## src/rtl/arm_multicycle_controller.sv

```systemverilog
// Multicycle sequencer for the ARM-subset core: walks each instruction through
// fetch/decode/execute/memory/writeback and gates architectural writes by condition.
module arm_multicycle_controller #(
  parameter logic [3:0] RESET_FLAGS = 4'b0000
) (
  input  logic       Clk,
  input  logic       Reset,
  input  logic [3:0] Cond,
  input  logic [1:0] Op,
  input  logic [5:0] Funct,
  input  logic [3:0] Rd,
  input  logic [3:0] ALUFlags,
  output logic       PCWrite,
  output logic       AdrSrc,
  output logic       MemWrite,
  output logic       IRWrite,
  output logic [1:0] ResultSrc,
  output logic       ALUSrcA,
  output logic [1:0] ALUSrcB,
  output logic [1:0] ImmSrc,
  output logic [1:0] RegSrc,
  output logic       RegWrite,
  output logic [1:0] ALUControl,
  output logic [3:0] State
);

  typedef enum logic [3:0] {
    FETCH    = 4'd0,
    DECODE   = 4'd1,
    MEMADR   = 4'd2,
    MEMREAD  = 4'd3,
    MEMWB    = 4'd4,
    MEMWRITE = 4'd5,
    EXECR    = 4'd6,
    EXECI    = 4'd7,
    ALUWB    = 4'd8,
    BRANCH   = 4'd9
  } state_t;

  state_t     state, next_state;
  logic [3:0] flags;
  logic       cond_ex_now, cond_ex_q;
  logic [3:0] cmd;
  logic       cmd_ok;
  logic [1:0] alu_op;
  logic       reg_w, mem_w, branch, pcs;
  logic       flag_n, flag_z, flag_c, flag_v;

  assign cmd = Funct[4:1];
  assign {flag_n, flag_z, flag_c, flag_v} = flags;

  always_comb begin
    cmd_ok = 1'b1;
    alu_op = 2'b00;
    case (cmd)
      4'b0100: alu_op = 2'b00;
      4'b0010: alu_op = 2'b01;
      4'b0000: alu_op = 2'b10;
      4'b1100: alu_op = 2'b11;
      default: cmd_ok = 1'b0;
    endcase
  end

  always_comb begin
    cond_ex_now = 1'b0;
    case (Cond)
      4'b0000: cond_ex_now = flag_z;
      4'b0001: cond_ex_now = ~flag_z;
      4'b0010: cond_ex_now = flag_c;
      4'b0011: cond_ex_now = ~flag_c;
      4'b0100: cond_ex_now = flag_n;
      4'b0101: cond_ex_now = ~flag_n;
      4'b0110: cond_ex_now = flag_v;
      4'b0111: cond_ex_now = ~flag_v;
      4'b1000: cond_ex_now = flag_c & ~flag_z;
      4'b1001: cond_ex_now = ~flag_c | flag_z;
      4'b1010: cond_ex_now = (flag_n == flag_v);
      4'b1011: cond_ex_now = (flag_n != flag_v);
      4'b1100: cond_ex_now = ~flag_z & (flag_n == flag_v);
      4'b1101: cond_ex_now = flag_z | (flag_n != flag_v);
      4'b1110: cond_ex_now = 1'b1;
      default: cond_ex_now = 1'b0;
    endcase
  end

  always_comb begin
    next_state = FETCH;
    case (state)
      FETCH:   next_state = DECODE;
      DECODE: begin
        case (Op)
          2'b01:   next_state = MEMADR;
          2'b00:   next_state = Funct[5] ? EXECI : EXECR;
          2'b10:   next_state = BRANCH;
          default: next_state = FETCH;
        endcase
      end
      MEMADR:  next_state = Funct[0] ? MEMREAD : MEMWRITE;
      MEMREAD: next_state = MEMWB;
      EXECR:   next_state = ALUWB;
      EXECI:   next_state = ALUWB;
      default: next_state = FETCH;
    endcase
  end

  // Condition is latched at DECODE so an instruction's own flag update cannot
  // change whether its writeback happens; it only affects later instructions.
  always_ff @(posedge Clk or negedge Reset) begin
    if (!Reset) begin
      state     <= FETCH;
      flags     <= RESET_FLAGS;
      cond_ex_q <= 1'b0;
    end else begin
      state <= next_state;
      if (state == DECODE) cond_ex_q <= cond_ex_now;
      if ((state == EXECR || state == EXECI) && cond_ex_q && cmd_ok && Funct[0]) begin
        flags[3:2] <= ALUFlags[3:2];
        if (!alu_op[1]) flags[1:0] <= ALUFlags[1:0];
      end
    end
  end

  always_comb begin
    AdrSrc     = 1'b0;
    ResultSrc  = 2'b00;
    ALUSrcA    = 1'b0;
    ALUSrcB    = 2'b00;
    ALUControl = 2'b00;
    reg_w      = 1'b0;
    mem_w      = 1'b0;
    branch     = 1'b0;
    case (state)
      FETCH, DECODE: begin
        ALUSrcA   = 1'b1;
        ALUSrcB   = 2'b10;
        ResultSrc = 2'b10;
      end
      MEMADR:   ALUSrcB = 2'b01;
      MEMREAD:  AdrSrc = 1'b1;
      MEMWB: begin
        ResultSrc = 2'b01;
        reg_w     = 1'b1;
      end
      MEMWRITE: begin
        AdrSrc = 1'b1;
        mem_w  = 1'b1;
      end
      EXECR:    ALUControl = alu_op;
      EXECI: begin
        ALUSrcB    = 2'b01;
        ALUControl = alu_op;
      end
      ALUWB:    reg_w = cmd_ok;
      BRANCH: begin
        ALUSrcB   = 2'b01;
        ResultSrc = 2'b10;
        branch    = 1'b1;
      end
      default: ;
    endcase
  end

  // Enables are qualified by Reset so nothing architectural moves while it is held.
  assign pcs      = (reg_w && (Rd == 4'd15)) || branch;
  assign PCWrite  = Reset & ((state == FETCH) | (pcs & cond_ex_q));
  assign IRWrite  = Reset & (state == FETCH);
  assign RegWrite = Reset & reg_w & cond_ex_q & (Rd != 4'd15);
  assign MemWrite = Reset & mem_w & cond_ex_q;
  assign ImmSrc   = Op;
  assign RegSrc   = {Op == 2'b01, Op == 2'b10};
  assign State    = state;

endmodule

```

## config.mk

```make
export PLATFORM = sky130hd
export DESIGN_NAME = arm_multicycle_controller
export DESIGN_NICKNAME = d
export VERILOG_FILES = /design/src/rtl/arm_multicycle_controller.sv
export SDC_FILE = /design/constraint.sdc
export NUM_CORES = 1
export LEC_CHECK = 0
export CAP_MARGIN = 20
export CORE_MARGIN = 10
export CORE_UTILIZATION = 25
export CTS_CLUSTER_DIAMETER = 200
export DETAILED_ROUTE_END_ITERATION = 8
export SYNTH_ARGS = -nofsm -noshare
export SYNTH_HDL_FRONTEND = slang
export SYNTH_SLANG_ARGS = --single-unit
```

## constraint.sdc

```tcl
create_clock -name Clk -period 1.6 [get_ports Clk]
set_clock_uncertainty 0.05 [all_clocks]
set_input_delay 0.4 -clock Clk [delete_from_list [all_inputs] [get_ports Clk]]
set_output_delay 0.4 -clock Clk [all_outputs]
set_load 0.02 [all_outputs]
```

==> metrics.txt <==
# TYPE chip_impl_metric gauge
chip_impl_metric{name="synth_cell_types",unit=""} 36
chip_impl_metric{name="critical_path.max_stage_delay",unit="ns"} 0.50
chip_impl_metric{name="number_of_buffers_added_to_fix_hold_violations_after_cts",unit=""} 0
chip_impl_metric{name="insertion_delay",unit="ns"} 0.25
chip_impl_info{name="hp-class",value="input port to async pin"} 1
chip_impl_info{name="cts_tree",value="yes"} 1
chip_impl_metric{name="grt_util_met3",unit="%"} 2.62
chip_impl_metric{name="finalWeightedCongestion",unit=""} 0.852
chip_impl_metric{name="global_route.usage.total",unit="%"} 10.3
chip_impl_metric{name="avgViaCountPerCell",unit=""} 4.67
chip_impl_metric{name="postSynthRegisterBits",unit=""} 9
chip_impl_metric{name="report.final.hold_viol_count",unit=""} 0
chip_impl_info{name="path_cells",value="nand2b_4 -> or4b_4 -> a21oi_4 -> buf_6"} 1
chip_impl_metric{name="part_of_the_total_power_dissipated_in_the_clock_network",unit="%"} 6.2
chip_impl_metric{name="max_freq",unit="MHz"} 502
chip_impl_metric{name="cts_inserted_buffers",unit=""} 3
chip_impl_metric{name="core.rowCount",unit=""} 21
chip_impl_info{name="cts.root.buffer_cell",value="clkbuf_4"} 1
chip_impl_metric{name="drt_iter0_markers",unit=""} 20
chip_impl_metric{name="synthesis.area",unit="sq um"} 842
chip_impl_metric{name="post-route-period-util",unit="%"} 124
chip_impl_metric{name="vdd_ir_drop_max",unit="uV"} 774
chip_impl_metric{name="reg2reg_slack",unit="ns"} -0.16
chip_impl_metric{name="clock_sink_count",unit=""} 9
chip_impl_metric{name="ios",unit=""} 42
chip_impl_metric{name="crit_path_max_fanout",unit=""} 2
chip_impl_metric{name="area_occupied_by_multi_input_gates",unit="sq um"} 771
chip_impl_metric{name="synth_enable_flop_cells",unit=""} 0
chip_impl_info{name="failing_checks",value="negative setup slack"} 1
chip_impl_metric{name="detail_route.drc_violations",unit=""} 0
chip_impl_metric{name="max-slew-margin-rel",unit="%"} 77.6
chip_impl_info{name="busiest_layer",value="met2"} 1
chip_impl_metric{name="layout-area-overhead-vs-synth",unit="%"} 122
chip_impl_metric{name="pwr-share-seq",unit="%"} 14.8
chip_impl_metric{name="wl",unit="um"} 3320
chip_impl_metric{name="nNetsFinal",unit=""} 218
chip_impl_info{name="critPathLaunchType",value="flop"} 1
chip_impl_metric{name="grt-ovfl-total",unit=""} 0
chip_impl_metric{name="first_global_vias",unit=""} 1185
chip_impl_metric{name="timing.critical_path.buf_inv",unit=""} 1
chip_impl_info{name="rr_startpoint",value="State[3]"} 1
chip_impl_metric{name="die_area",unit="sq um"} 6090
chip_impl_info{name="rsz_0062_raised_after_global_routing",value="true"} 1
chip_impl_info{name="most_common_cell_after_layout_fill_and_taps_aside",value="buf_4"} 1
chip_impl_metric{name="grt_max_degree",unit=""} 16
chip_impl_metric{name="fin_setup_tns",unit="ns"} -2.97
chip_impl_metric{name="post_route_cells_drive_above_1_share",unit="%"} 60.5
chip_impl_metric{name="port-buffer-count",unit=""} 41
chip_impl_metric{name="clock_tree.buffer_depth",unit=""} 2
chip_impl_metric{name="num-fill-cells",unit=""} 305
chip_impl_metric{name="grt_antenna_before_repair",unit=""} 0
chip_impl_metric{name="grt.met2_usage",unit="%"} 19.1
chip_impl_metric{name="groute.layer.met1.usage",unit="%"} 11.7
chip_impl_metric{name="first_pass_grt_wire_length",unit="um"} 5430
chip_impl_metric{name="detailedRoute.firstPassIterationCount",unit=""} 4
chip_impl_metric{name="worst-endpoint-arrival",unit="ns"} 1.54
chip_impl_metric{name="dp_hpwl",unit="um"} 2610
chip_impl_metric{name="worst_r2r_path_depth",unit=""} 6
chip_impl_metric{name="critPathRequiredTime",unit="ns"} 1.15
chip_impl_metric{name="synth.yosys.warnings",unit=""} 0
chip_impl_info{name="yosysTopAreaCell",value="dfrtp_1"} 1
chip_impl_info{name="worstSetupEndpointType",value="output pin"} 1
chip_impl_metric{name="postSynth.asyncResetShare",unit="%"} 100
chip_impl_info{name="critical_path_type",value="flop to output pin"} 1
chip_impl_metric{name="synth_seq_area_share",unit="%"} 26.7
chip_impl_metric{name="switching_share",unit="%"} 42.6
chip_impl_metric{name="power.internal",unit="mW"} 1.60
chip_impl_metric{name="routedWlPerCell",unit="um"} 13.8
chip_impl_metric{name="htree_levels",unit=""} 1
chip_impl_metric{name="timing_worst_slew_pin_value",unit="ns"} 0.333
chip_impl_metric{name="power.share.combinational",unit="%"} 79.0
chip_impl_metric{name="timing.final.max_slew_violations",unit=""} 0
chip_impl_metric{name="final_worst_slack",unit="ns"} -0.392
chip_impl_metric{name="dieHeight",unit="um"} 78.0
chip_impl_metric{name="cap_violations",unit=""} 0
chip_impl_metric{name="antennaDiodeCount",unit=""} 0
chip_impl_metric{name="post_synth_inst_count",unit=""} 110
chip_impl_metric{name="synth.avg_cell_area",unit="sq um"} 7.66
chip_impl_metric{name="seq_area",unit="sq um"} 231
chip_impl_metric{name="route.vias.total",unit=""} 1126
chip_impl_metric{name="initial_core_util",unit="%"} 25.6
chip_impl_info{name="crit-reg2reg-capture",value="flags[3]"} 1
chip_impl_info{name="cpMaxStageDelayCell",value="or4b_4"} 1
chip_impl_info{name="ys_top_cells_by_area",value="dfrtp_1 (27%), a21oi_1 (6.5%), nor2_1 (5.8%)"} 1
chip_impl_info{name="ys_dominant_reg_cell",value="dfrtp_1"} 1
chip_impl_metric{name="core_footprint",unit="sq um"} 3280
chip_impl_metric{name="synth.top_cell.area_share",unit="%"} 26.7
chip_impl_info{name="commonest_cells_after_routing_fill_and_taps_aside",value="buf_4 (43), buf_6 (16), nor2_1 (9)"} 1
chip_impl_metric{name="period_minus_slack",unit="ns"} 1.99
chip_impl_info{name="status",value="finished with violations"} 1
chip_impl_metric{name="layout.cells.non_filler",unit=""} 241
chip_impl_metric{name="setup_viol_count_final",unit=""} 17
chip_impl_metric{name="total_switching_power",unit="mW"} 1.19
chip_impl_info{name="crit_family",value="simple AND/OR/NAND/NOR gates"} 1
chip_impl_metric{name="place_inst",unit=""} 225
chip_impl_metric{name="drt.antenna.violating_nets",unit=""} 0
chip_impl_metric{name="width_of_the_die",unit="um"} 78.0
chip_impl_metric{name="clock_pin_transition_on_the_worst_setup_and_hold_timing_paths",unit="ns"} 0.06
chip_impl_metric{name="synth.net_count",unit=""} 132
chip_impl_metric{name="p_leak",unit="nW"} 0.858
chip_impl_metric{name="power_density",unit="nW/um^2"} 1500
[cells in the mapped netlist, types with 2 or more instances]
cell type  number
a21oi_1        11
a31oi_1         2
buf_4           2
clkbuf_1        3
dfrtp_1         9
inv_1           5
mux2_1          2
mux2_2          3
mux2i_1         3
nand2_1         9
nand2b_1        5
nand4_1         3
nor2_1         13
nor2b_1         2
nor3_1          9
o21ai_0         8
xnor2_1         2
[power by group through the flow]
stage / Sequential [mW] / Clock [mW] / Combinational, mW
3_5_place_dp: 0.401 / 0 / 1.72
2_1_floorplan: 0.479 / 0 / 0.818
6_report: 0.414 / 0.172 / 2.21
4_1_cts: 0.409 / 0.175 / 1.95
3_3_place_gp: 0.396 / 0 / 1.69
5_1_grt: 0.429 / 0.190 / 2.36
[per-stage QoR]
step                      util (%)  hold WS [ns]  power (mW)  setup WS [ns]  instance area [sq um]
after floorplan                  -        0.0544        1.30         -0.183                    932
after global placement        49.3         0.495        2.09          -1.09                   1620
after detailed placement      49.3         0.518        2.12          -1.12                   1620
after CTS                     54.2         0.251        2.54         -0.392                   1780
after global routing          56.9         0.250        2.98         -0.439                   1870
final                         56.9         0.252        2.80         -0.392                   1870
[metal layers]
layer | share of wire, % | routed length [um]
met4 | 0.51 | 17
met2 | 55 | 1820
met5 | 0 | 0
met1 | 40 | 1340
met3 | 4.2 | 138
[final cells by class]
class	count	area share, %
Multi-Input combinational cell	89	41.2
Timing Repair Buffer	88	40.6
Sequential cell	9	12.4
Tap cell	46	3.08
Clock buffer	4	1.41
Inverter	5	1.27
[flip-flops by register name, summed over array words and instances, names as in the netlist]
register / count
State: 4
flags: 4
cond_ex_q: 1
[worst max-delay path by stage]
stage                  start       end  depth (start not counted)
CTS                 State[1]  RegWrite                          4
global placement    Funct[3]  RegWrite                          6
detailed placement  Funct[3]  RegWrite                          6
floorplan           State[1]  RegWrite                          3
global route        State[1]  RegWrite                          4
finish              State[1]  RegWrite                          4
[cells by family (layout without fill, tap and decap cells)]
kind of cell / after synthesis / after routing / synth area share [%]
simple gates: 52 / 52 / 34.3
compound gates: 27 / 27 / 20.2
buf+inv: 12 / 97 / 6.39
flops: 9 / 9 / 26.7
mux: 8 / 8 / 10.3
xor+xnor: 2 / 2 / 2.08
[repair_timing]
action / 4_1_cts / 5_1_grt
buffers inserted: 8 / 5
endpoints found under the setup margin: 25 / 20
resized for setup: 133 / 39
hold endpoints to repair: 0 / 0
pin swaps: 16 / 11
Note: power is estimated with default switching activity, not from simulation.
